==> src/rtl/lsb_scan_scheduler.sv <==
// Lowest-set-bit scan scheduler. It accepts a request word, emits the index of
// each set bit from lowest to highest, and then reports how many were emitted.
module lsb_scan_scheduler #(
    parameter int unsigned WIDTH = 32,
    parameter int unsigned IDX_W = 5,
    parameter int unsigned CNT_W = 6
) (
    input  logic             clk,
    input  logic             rst_n,
    input  logic             in_valid,
    output logic             in_ready,
    input  logic [WIDTH-1:0] in_word,
    output logic             out_valid,
    input  logic             out_ready,
    output logic [IDX_W-1:0] out_index,
    output logic             out_last,
    input  logic             abort,
    output logic             done,
    output logic [CNT_W-1:0] done_count
);

    typedef enum logic [1:0] {
        IDLE = 2'd0,
        SCAN = 2'd1,
        DONE = 2'd2
    } state_t;

    state_t           state;
    state_t           state_n;
    logic [WIDTH-1:0] word;
    logic [WIDTH-1:0] word_n;
    logic [WIDTH-1:0] iso_n;
    logic [CNT_W-1:0] cnt;
    logic [CNT_W-1:0] cnt_n;
    logic [IDX_W-1:0] index_n;
    logic             last_n;

    // Next-state and working-word update; abort overrides every state.
    always_comb begin
        state_n = state;
        word_n  = word;
        cnt_n   = cnt;
        case (state)
            IDLE: begin
                if (in_valid && in_ready) begin
                    word_n  = in_word;
                    cnt_n   = '0;
                    state_n = (in_word != '0) ? SCAN : DONE;
                end
            end
            SCAN: begin
                if (out_ready) begin
                    word_n = word & (word - WIDTH'(1));
                    cnt_n  = cnt + CNT_W'(1);
                    if (out_last) begin
                        state_n = DONE;
                    end
                end
            end
            DONE: begin
                state_n = IDLE;
            end
            default: begin
                state_n = IDLE;
            end
        endcase
        if (abort) begin
            state_n = IDLE;
            word_n  = '0;
            cnt_n   = cnt;
        end
    end

    // Isolate and encode the lowest set bit of the next working word so the
    // registered index and last flag line up with the word they describe.
    always_comb begin
        iso_n   = word_n & (~word_n + WIDTH'(1));
        index_n = '0;
        for (int unsigned i = 0; i < WIDTH; i++) begin
            if (iso_n[i]) begin
                index_n = IDX_W'(i);
            end
        end
        last_n = (state_n == SCAN) && ((word_n & (word_n - WIDTH'(1))) == '0);
        if (state_n != SCAN) begin
            index_n = '0;
        end
    end

    // State, working word, count and registered outputs.
    always_ff @(posedge clk or negedge rst_n) begin
        if (!rst_n) begin
            state      <= IDLE;
            word       <= '0;
            cnt        <= '0;
            in_ready   <= 1'b0;
            out_valid  <= 1'b0;
            out_index  <= '0;
            out_last   <= 1'b0;
            done       <= 1'b0;
            done_count <= '0;
        end else begin
            state     <= state_n;
            word      <= word_n;
            cnt       <= cnt_n;
            in_ready  <= (state_n == IDLE);
            out_valid <= (state_n == SCAN);
            out_index <= index_n;
            out_last  <= last_n;
            done      <= (state_n == DONE);
            if (state_n == DONE) begin
                done_count <= cnt_n;
            end
        end
    end

endmodule

==> config.mk <==
export PLATFORM = sky130hd
export DESIGN_NAME = lsb_scan_scheduler
export DESIGN_NICKNAME = d
export VERILOG_FILES = /design/src/rtl/lsb_scan_scheduler.sv
export SDC_FILE = /design/constraint.sdc
export NUM_CORES = 1
export LEC_CHECK = 0
export CORE_UTILIZATION = 51
export CTS_BUF_LIST = sky130_fd_sc_hd__clkbuf_8
export DETAILED_ROUTE_END_ITERATION = 8
export PLACE_DENSITY_LB_ADDON = 0.15
export SYNTH_ARGS = -nofsm -noshare
export SYNTH_HDL_FRONTEND = slang
export SYNTH_SLANG_ARGS = --single-unit
==> constraint.sdc <==
create_clock -name clk -period 3.9 [get_ports clk]
set_input_delay 1.17 -clock clk [delete_from_list [all_inputs] [get_ports clk]]
set_output_delay 1.17 -clock clk [all_outputs]
set_load 0.1 [all_outputs]
-- Yosys cells after proc, flatten, opt, wreduce, memory -nomap -nowiden
Cells that the tools add are included.
- register bits: 55
- bits in latches: 0
- RAM bits: 0
- ROM bits: 0
- memories: 0
- $add $sub $neg: 4
- multipliers: 0
- div/mod/pow operators: 0
- $lt $le $gt $ge: 0
- equal/unequal tests: 4
- shift operators: 0
- muxes and demuxes: 46
- bitwise gates (word level): 4
- reduce and logical (&&, ||, !) cells: 6
- operators with widths (kind ; count):
    $mux W5 ; 31
    $and A32 B32 Y32 ; 3
    $mux W32 ; 3
    $pmux W32 S2 ; 1
    $sub A32 B1 Y32 const B ; 2
    $add A32 B1 Y32 const B ; 1
    $logic_not A32 Y1 ; 1
    $not A32 Y32 ; 1
    $reduce_bool A32 Y1 ; 1
    $mux W6 ; 3
    $pmux W6 S2 ; 1
    $mux W2 ; 5
    $add A6 B1 Y6 const B ; 1
    $eq A2 B1 Y1 const B ; 2
    $logic_not A2 Y1 ; 2
    $pmux W2 S2 ; 1
    $eq A2 B2 Y1 const B ; 1
    $logic_and A1 B1 Y1 ; 2
    $ne A2 B1 Y1 const B ; 1
    $mux W1 ; 1

-- Logic depth before layout (Yosys ltp)
Gate-level depths: netlist of the first run.
- depth in word-level cells: 40
- depth in mapped cells: 14

-- Worst setup path after synthesis of the first run
No wires, ideal clock.
- kind: input to register
- from: input in_valid
- to: register out_index[2]
- arrival time: 3815 ps
- required time: 3818 ps
- setup slack: 3 ps
- cell stages on the path: 14
- cell sequence: nor4bb_1 > buf_2 > clkbuf_1 > buf_1 > mux2i_1 > a21oi_1 > nand2_1 > inv_2 > a21oi_1 > nand3_1 > nor3_1 > nand2_1 > or3_1 > a31oi_1
- elaborated cells between the ends (all ways): 41
- RTL lines (what ; line ; text):
    start, declared ; 10 ; input logic in_valid,
    $logic_and A1 B1 Y1 (*) ; 45 ; if (in_valid && in_ready) begin
    $mux W32 (*) ; 45 ;
    $pmux W32 S2 (*) ; 43 ; case (state)
    $mux W32 (*) ; 67 ; if (abort) begin
    net word_n[21] ; 31 ; logic [WIDTH-1:0] word_n;
    $not A32 Y32 ; 77 ; iso_n = word_n & (~word_n + WIDTH'(1));
    $add A32 B1 Y32 ; 77 ;
    $and A32 B32 Y32 (*) ; 77 ;
    $mux W5 (10 in series) ; 80 ; if (iso_n[i]) begin
    $mux W5 (*) ; 80 ;
    $mux W5 (*) ; 85 ; if (state_n != SCAN) begin
    net index_n[2] ; 35 ; logic [IDX_W-1:0] index_n;
    end signal, assigned ; 108 ; out_index <= index_n;
    end, declared ; 15 ; output logic [IDX_W-1:0] out_index,
Mark *: on every way through the listed nets, which the timed path passes. The rest lies on a longest branch.
A chain may end at the register's enable or synchronous reset.

-- Final worst setup path of the first run
- from: input out_ready
- to: register out_index[2]
- elaborated cells between the ends (all ways): 40
- RTL lines (what ; line ; text):
    start, declared ; 14 ; input logic out_ready,
    $mux W32 (*) ; 52 ; if (out_ready) begin
    $pmux W32 S2 (*) ; 43 ;
    $mux W32 (*) ; 67 ;
    net word_n[10] ; 31 ;
    $not A32 Y32 ; 77 ;
    $add A32 B1 Y32 ; 77 ;
    $and A32 B32 Y32 (*) ; 77 ;
    $mux W5 (21 in series) ; 80 ;
    $mux W5 (*) ; 80 ;
    $mux W5 (*) ; 85 ;
    net index_n[2] ; 35 ;
Marked as above.

==> metrics.md, run 1 <==
| Metric | Value |
|---|---|
| Fin crit period | 3910 ps |
| # hold bufs at CTS | 0 |
| WS Path Type | primary input to register |
| TritonRoute pass-1 iters | 5 |
| Ys Warns | 0 |
| Pwr/cell area | 353 nW/um2 |
| Full die area | 7700 um2 |
| Period Utilization, post-route | 100% |
| Placer congestion estimate | 1.01 |
| Most common cell after layout, fill and taps aside | buf_4 |
| Synth Register Bits | 55 |
| Mapped Area | 3750 um2 |
| Max Cap Viol | 0 |
| Synth async-reset ratio | 100% |
| Design Power | 1.91 mW |
| Max IR drop VDD | 0.263 mV |
| Unique masters post-synth | 63 |
| Vias in the first global route | 4280 |
| Slew Limit Fails | 0 |
| Hold Path Class | register to register |
| Post-route ant nets | 0 |
| Commonest cells after routing, fill and taps aside | buf_4 (111), nand2_1 (59), dfrtp_1 (55), nor2_1 (45), clkdlybuf4s50_1 (42) |
| Vias per Instance | 6.37 |
| Post-DP Area | 5060 um2 |
| Final setup margin | -6.02 ps |
| Clock latency at the later pin of the worst-skew pair | 310 ps |
| Clk slew on worst S/H paths | 100 ps |
| RSZ-0062 raised after global routing | yes |
| DR DRC count | 0 |
| Total number of vias | 4523 |
| DR iter-0 viols | 558 |
| Gr usage total | 35.9% |
| Final setup fails | 1 |
| Die Y | 87.7 um |
| Num Clock Sinks | 55 |
| Congestion Overflow GR | 0 |
| Failing checks | setup timing |
| Pleak | 2.45 nW |
| IO Port Bufs | 51 |
| Slew HR | 33.8% |
| WL/cell | 19.6 um |
| Post-DP HPWL | 10300 um |
| CTS max path bufs | 2 |
| Status | finished, violations left |
| Fmax | 256 MHz |
| # IOs | 52 |
| Hold Fails Final Rpt | 0 |
| Worst endpoint required time | 4140 ps |
| Share of cells above drive strength 1 | 27.5% |
| Row cnt | 30 |
| Clock root buffer | clkbuf_8 |
| Worst setup SP type | primary input |
| First-pass GRT wire length | 20900 um |
| CTS buffer count | 5 |
| Data arrival, critical path | 4140 ps |
| Setup crit end kind | register |
| Initial core utilization | 54.0% |
| Die X | 87.7 um |
| Mapped Cells | 465 |
| Post-layout net count | 652 |
| Final instance area | 5410 um2 |
| Largest net degree at the start of global routing | 31 |
| Syn Area/Cell | 8.06 um2 |
| Crit Path Max Fanout | 7 |
| Area Overhead vs Synth | 44.3% |
| Crit-path cells | buf_8, or3b_4, buf_6, nor4_4, a211oi_2, or4_4, nand4b_4, nor3_4, nand2_1, or3_4, a31oi_4 |
| Slowest cell delay on critical path | 540 ps |
| CTS HTree Levels | 2 |
| Number of synthesized flops with an enable pin | 0 |
| Drt total wl | 13900 um |
| Core Region | 6940 um2 |
| Initial antenna violation count | 0 |
| Critical path's slowest cell | or4_4 |
| Worst slew pin tran | 991 ps |
| WHS | 513 ps |
| Setup Skew | 6.59 ps |
| # diodes | 0 |
| Synth Flop Type | dfrtp_1 |
| CTS tree | built |
| Seq/Total Area, Yosys | 36.7% |
| Syn Nets | 503 |
[worst paths after layout]
check / cells after the start / startpoint / slack (ps) / to
hold / removal: 1 / done_count[3]$_DFFE_PN0P_ / 510 / done_count[3]$_DFFE_PN0P_
setup reg to reg: 9 / word[15]$_DFF_PN0_ / 340 / out_index[2]$_DFF_PN0_
min in group asynchronous: 1 / rst_n / 890 / word[10]$_DFF_PN0_
hold reg to reg: 1 / done_count[3]$_DFFE_PN0P_ / 510 / done_count[3]$_DFFE_PN0P_
setup / recovery: 11 / out_ready / -6 / out_index[2]$_DFF_PN0_
max in group asynchronous: 2 / rst_n / 2160 / word[2]$_DFF_PN0_
[power breakdown]
part           total [mW]  internal [mW]  switching (mW)
sequential          0.660          0.611          0.0487
clock               0.379          0.188           0.191
combinational       0.872          0.387           0.486
total                1.91           1.19           0.726
[flip-flops by register name (all words and copies together), names as in the netlist]
name	flops
out_valid	1
cnt	6
done	1
out_index	5
done_count	6
out_last	1
word	32
in_ready	1
state	2
[cells in the mapped netlist (all sizes together), types with 7 or more instances]
| cell | count | share of area, % |
|---|---|---|
| a211oi | 7 | 1.4 |
| a21oi | 37 | 4.9 |
| a31oi | 9 | 1.5 |
| clkbuf | 12 | 1.2 |
| dfrtp | 55 | 37 |
| inv | 24 | 2.4 |
| mux2i | 14 | 3.7 |
| nand2 | 60 | 6.0 |
| nand3 | 10 | 1.3 |
| nor2 | 45 | 4.5 |
| nor3 | 31 | 4.4 |
| nor4 | 19 | 4.3 |
| o211ai | 7 | 1.4 |
| o21ai | 34 | 4.6 |
| or3 | 9 | 1.5 |
| or4 | 8 | 1.7 |
[repair_timing]
item	4_1_cts	5_1_grt
pin swaps	6	10
endpoints found under the setup margin	6	6
cloned	0	1
setup buffers	3	5
resized for setup	11	28
[cells by family (layout without fill, tap and decap cells)]
family	after synthesis	after routing	share of synthesized area (%)
buffers and inverters	42	191	4.47
AOI/OAI and AO/OA	131	131	22.1
DFF	55	55	36.7
and+or+nand+nor	216	216	30.9
adders and majority gates	1	1	0.334
muxes	20	20	5.54
[area by class of cell]
cell class | instances | area [um2]
clock inverter | 2 | 37.5
inverter | 24 | 90.1
clock buffer | 5 | 68.8
fill | 514 | 1530
tap | 96 | 120
timing repair buffer | 160 | 1350
multi-input combinational | 368 | 2360
sequential | 55 | 1380
[layer usage]
| metal | up-vias | routed length (um) | global-route usage [%] |
|---|---|---|---|
| met5 | - | 0 | 0 |
| met2 | 306 | 6320 | 58.8 |
| li1 | 2018 | - | - |
| met4 | 0 | 696 | 18.0 |
| met3 | 61 | 1160 | 5.28 |
| met1 | 2138 | 5760 | 46.5 |
[worst max-delay path: cells and delay by family]
family / cells / cell delay [ps]
AND/OR/NAND/NOR: 7 / 2390
AO/OA/AOI/OAI: 2 / 350
buffers and inverters: 2 / 210
[metrics by stage]
step / cells / util (%) / setup WS (ps) / setup TNS [ps]
global placement: 694 / 72.9 / -594 / -2960
global route: 710 / 77.9 / -29.0 / -67.9
CTS: 704 / 75.3 / 2.20 / 0
detailed placement: 694 / 72.9 / -734 / -3790
floorplan: 465 / - / 2.99 / 0
finish: 710 / 77.9 / -6.02 / -6.02
Power figures use the tool's default switching activity.
==> run 2: changes to the inputs <==
Settings changed: CORE_UTILIZATION 51 to 55, CTS_CLUSTER_SIZE set to 8.
==> metrics.md, run 2 (synthesis gave the netlist of run 1 again) <==
| Metric | Value |
|---|---|
| Worst endpoint required time | 4140 ps (about the same) |
| R2R cell count | 10 (was 9) |
| Post-DP Area | 5070 um2 (was 5060 um2) |
| Status | finished, violations left (unchanged) |
| Final setup margin | 93.1 ps (was -6.02 ps) |
| Slew Limit Fails | 0 (unchanged) |
| Slew HR | 34.1% (was 33.8%) |
| Gr usage total | 39.6% (was 35.9%) |
| Sw power | 742 uW (was 726 uW) |
| Drt total wl | 14400 um (was 13900 um) |
| Hold Path Origin | done_count[2]$_DFFE_PN0P_ (was done_count[3]$_DFFE_PN0P_) |
| Hold Path Class | register to register (unchanged) |
| CTS buffer count | 5 (unchanged) |
| # diodes | 0 (unchanged) |
| Vias in the first global route | 4320 (was 4280) |
| Commonest cells after routing, fill and taps aside | buf_4 (115), nand2_1 (59), dfrtp_1 (55), nor2_1 (45), clkdlybuf4s50_1 (43) (was buf_4 (111), nand2_1 (59), dfrtp_1 (55), nor2_1 (45), clkdlybuf4s50_1 (42)) |
| Combinational group share of total power | 44.2% (was 45.6%) |
| Fillers | 400 (was 514) |
| Post-DP HPWL | 10700 um (was 10300 um) |
| Post-placement cell count | 678 (was 694) |
| Largest registers | word: 32 flops, cnt: 6 flops, done_count: 6 flops (unchanged) |
| First-pass GRT wire length | 22100 um (was 20900 um) |
| Post-route ant nets | 0 (unchanged) |
| Pleak | 2.50 nW (was 2.45 nW) |
| Clk slew on worst S/H paths | 100 ps (about the same) |
| Worst Setup EP | out_index[2]$_DFF_PN0_ (unchanged) |
| Setup TNS | 0 ps (was -6.02 ps) |
| FF-to-FF setup slack | 420 ps (was 340 ps) |
| Vias per Instance | 6.68 (was 6.37) |
| Critical path's slowest cell | or4_4 (unchanged) |
| Area Overhead vs Synth | 45.5% (was 44.3%) |
| Worst setup SP type | primary input (unchanged) |
| Crit Path Max Fanout | 7 (unchanged) |
| # hold bufs at CTS | 0 (unchanged) |
| Post-layout net count | 658 (was 652) |
| Core Region | 6460 um2 (was 6940 um2) |
| Setup Skew | 20.1 ps (was 6.59 ps) |
| Final setup fails | 0 (was 1) |
| Share of cells above drive strength 1 | 28.0% (was 27.5%) |
| CTS HTree Levels | 2 (unchanged) |
| Sequential power share | 32.9% (was 34.5%) |
| Max IR drop VDD | 0.333 mV (was 0.263 mV) |
| Register area | 1380 um2 (unchanged) |
| Max Cap Viol | 0 (unchanged) |
| P_int | 1.26 mW (was 1.19 mW) |
| Dpl ws | -746 ps (was -734 ps) |
| Largest register by flop count | word (unchanged) |
| Num Clock Sinks | 55 (unchanged) |
| TritonRoute pass-1 iters | 8 (was 5) |
| WL/cell | 20.7 um (was 19.6 um) |
| Sw Share | 37.1% (was 38.0%) |
| Footprint of the multi-input gates | 2350 um2 (was 2360 um2) |
| Full die area | 7150 um2 (was 7700 um2) |
| RSZ-0062 raised after global routing | yes (unchanged) |
| Die X | 84.6 um (was 87.7 um) |
| Slowest cell delay on critical path | 550 ps (was 540 ps) |
| WHS | 525 ps (was 513 ps) |
| Final instance area | 5460 um2 (was 5410 um2) |
| DR DRC count | 12 (was 0) |
| Placer congestion estimate | 0.964 (was 1.01) |
| Congestion Overflow GR | 0 (unchanged) |
| Critical R2R Capture | out_index[1]$_DFF_PN0_ (was out_index[2]$_DFF_PN0_) |
| Row cnt | 29 (was 30) |
| Initial core utilization | 58.1% (was 54.0%) |
| Fin crit period | 3810 ps (was 3910 ps) |
| Finished Layout Cells | 698 (was 710) |
| Data arrival, critical path | 4040 ps (was 4140 ps) |
| IO Port Bufs | 51 (unchanged) |
| WS Path Type | primary input to register (unchanged) |
| Crit-path cells | buf_8, or3b_4, buf_6, nor4_4, a211oi_2, or4_4, nand4b_4, nor3_4, nand2_1, or3_1, a31oi_1 (was buf_8, or3b_4, buf_6, nor4_4, a211oi_2, or4_4, nand4b_4, nor3_4, nand2_1, or3_4, a31oi_4) |
| Total number of vias | 4660 (was 4523) |
| # IOs | 52 (unchanged) |
| Clk pwr share | 22.9% (was 19.8%) |
| Max reg flops | 32 (unchanged) |
| Period Utilization, post-route | 97.6% (was 100%) |
| CP startpoint | out_ready (unchanged) |
| DR iter-0 viols | 549 (was 558) |
| Hold Fails Final Rpt | 0 (unchanged) |
| Largest net degree at the start of global routing | 41 (was 31) |
| CTS max path bufs | 2 (unchanged) |
| Clock root buffer | clkbuf_8 (unchanged) |
| Critical R2R Launch | word[7]$_DFF_PN0_ (was word[15]$_DFF_PN0_) |
| Pwr/cell area | 367 nW/um2 (was 353 nW/um2) |
| Worst slew pin tran | 985 ps (was 991 ps) |
| Clock latency at the later pin of the worst-skew pair | 330 ps (was 310 ps) |
| Most common cell after layout, fill and taps aside | buf_4 (unchanged) |
| Failing checks | DRC (was setup timing) |
| CTS tree | built (unchanged) |
| Fmax | 263 MHz (was 256 MHz) |
| Die Y | 84.6 um (was 87.7 um) |
| Setup crit end kind | register (unchanged) |
| Initial antenna violation count | 0 (unchanged) |
run 2: cell types whose count changed in the layout (fill, tap and decap cells not counted), sizes merged:
| cell | delta |
|---|---|
| clkinvlp | -1 |
| buf | +6 |
| bufinv | +1 |
| inv | +1 |
| clkdlybuf4s50 | +1 |
| clkbuf | -1 |
run 2: power by group through the flow:
stage / clock network [mW] / registers, mW / logic (mW)
final: 0.458 / 0.658 / 0.886
after detailed placement: 0 / 0.663 / 0.788
after global placement: 0 / 0.662 / 0.778
after floorplan: 0 / 0.716 / 0.376
after global routing: 0.473 / 0.662 / 0.938
after CTS: 0.456 / 0.654 / 0.818
run 2: critical path: cells and delay by family:
family | cells | cell delay (ps)
AND/OR/NAND/NOR | 7 | 2330
buffers and inverters | 2 | 210
AO/OA/AOI/OAI | 2 | 340
run 2: worst min-delay path by stage:
stage / to / slack (ps) / depth (start not counted)
6_report: done_count[2]$_DFFE_PN0P_ / 520 / 1
5_1_grt: done_count[2]$_DFFE_PN0P_ / 550 / 1
4_1_cts: done_count[1]$_DFFE_PN0P_ / 530 / 1
3_5_place_dp: done_count[1]$_DFFE_PN0P_ / 500 / 1
3_3_place_gp: done_count[3]$_DFFE_PN0P_ / 490 / 1
2_1_floorplan: cnt[5]$_DFF_PN0_ / 500 / 2
run 2: metrics by stage:
step	power [mW]	util, %
4_1_cts	1.93	81.9
6_report	2.00	84.5
5_1_grt	2.07	84.5
3_5_place_dp	1.45	78.6
3_3_place_gp	1.44	78.6
2_1_floorplan	1.09	-
run 2: final cells by class:
class | instances | area share [%]
clock buffers | 5 | 1.26
well taps | 77 | 1.77
clock inverters | 3 | 1.17
multi-input cells | 368 | 43.1
inverters | 24 | 1.65
flip-flops and latches | 55 | 25.2
repair buffers | 166 | 25.8
run 2: routing by layer:
layer,up-vias,share of wire [%],global-route usage [%]
li1,2039,-,-
met1,2184,39,53.8
met2,358,45,64.2
met3,79,11,4.82
met4,0,5.2,16.6
met5,-,0,0
run 2: timing repair:
action,CTS,global route
pin swaps,5,12
buffers inserted,3,9
gates cloned,0,0
gates resized for setup,12,26
setup endpoints to repair,6,6
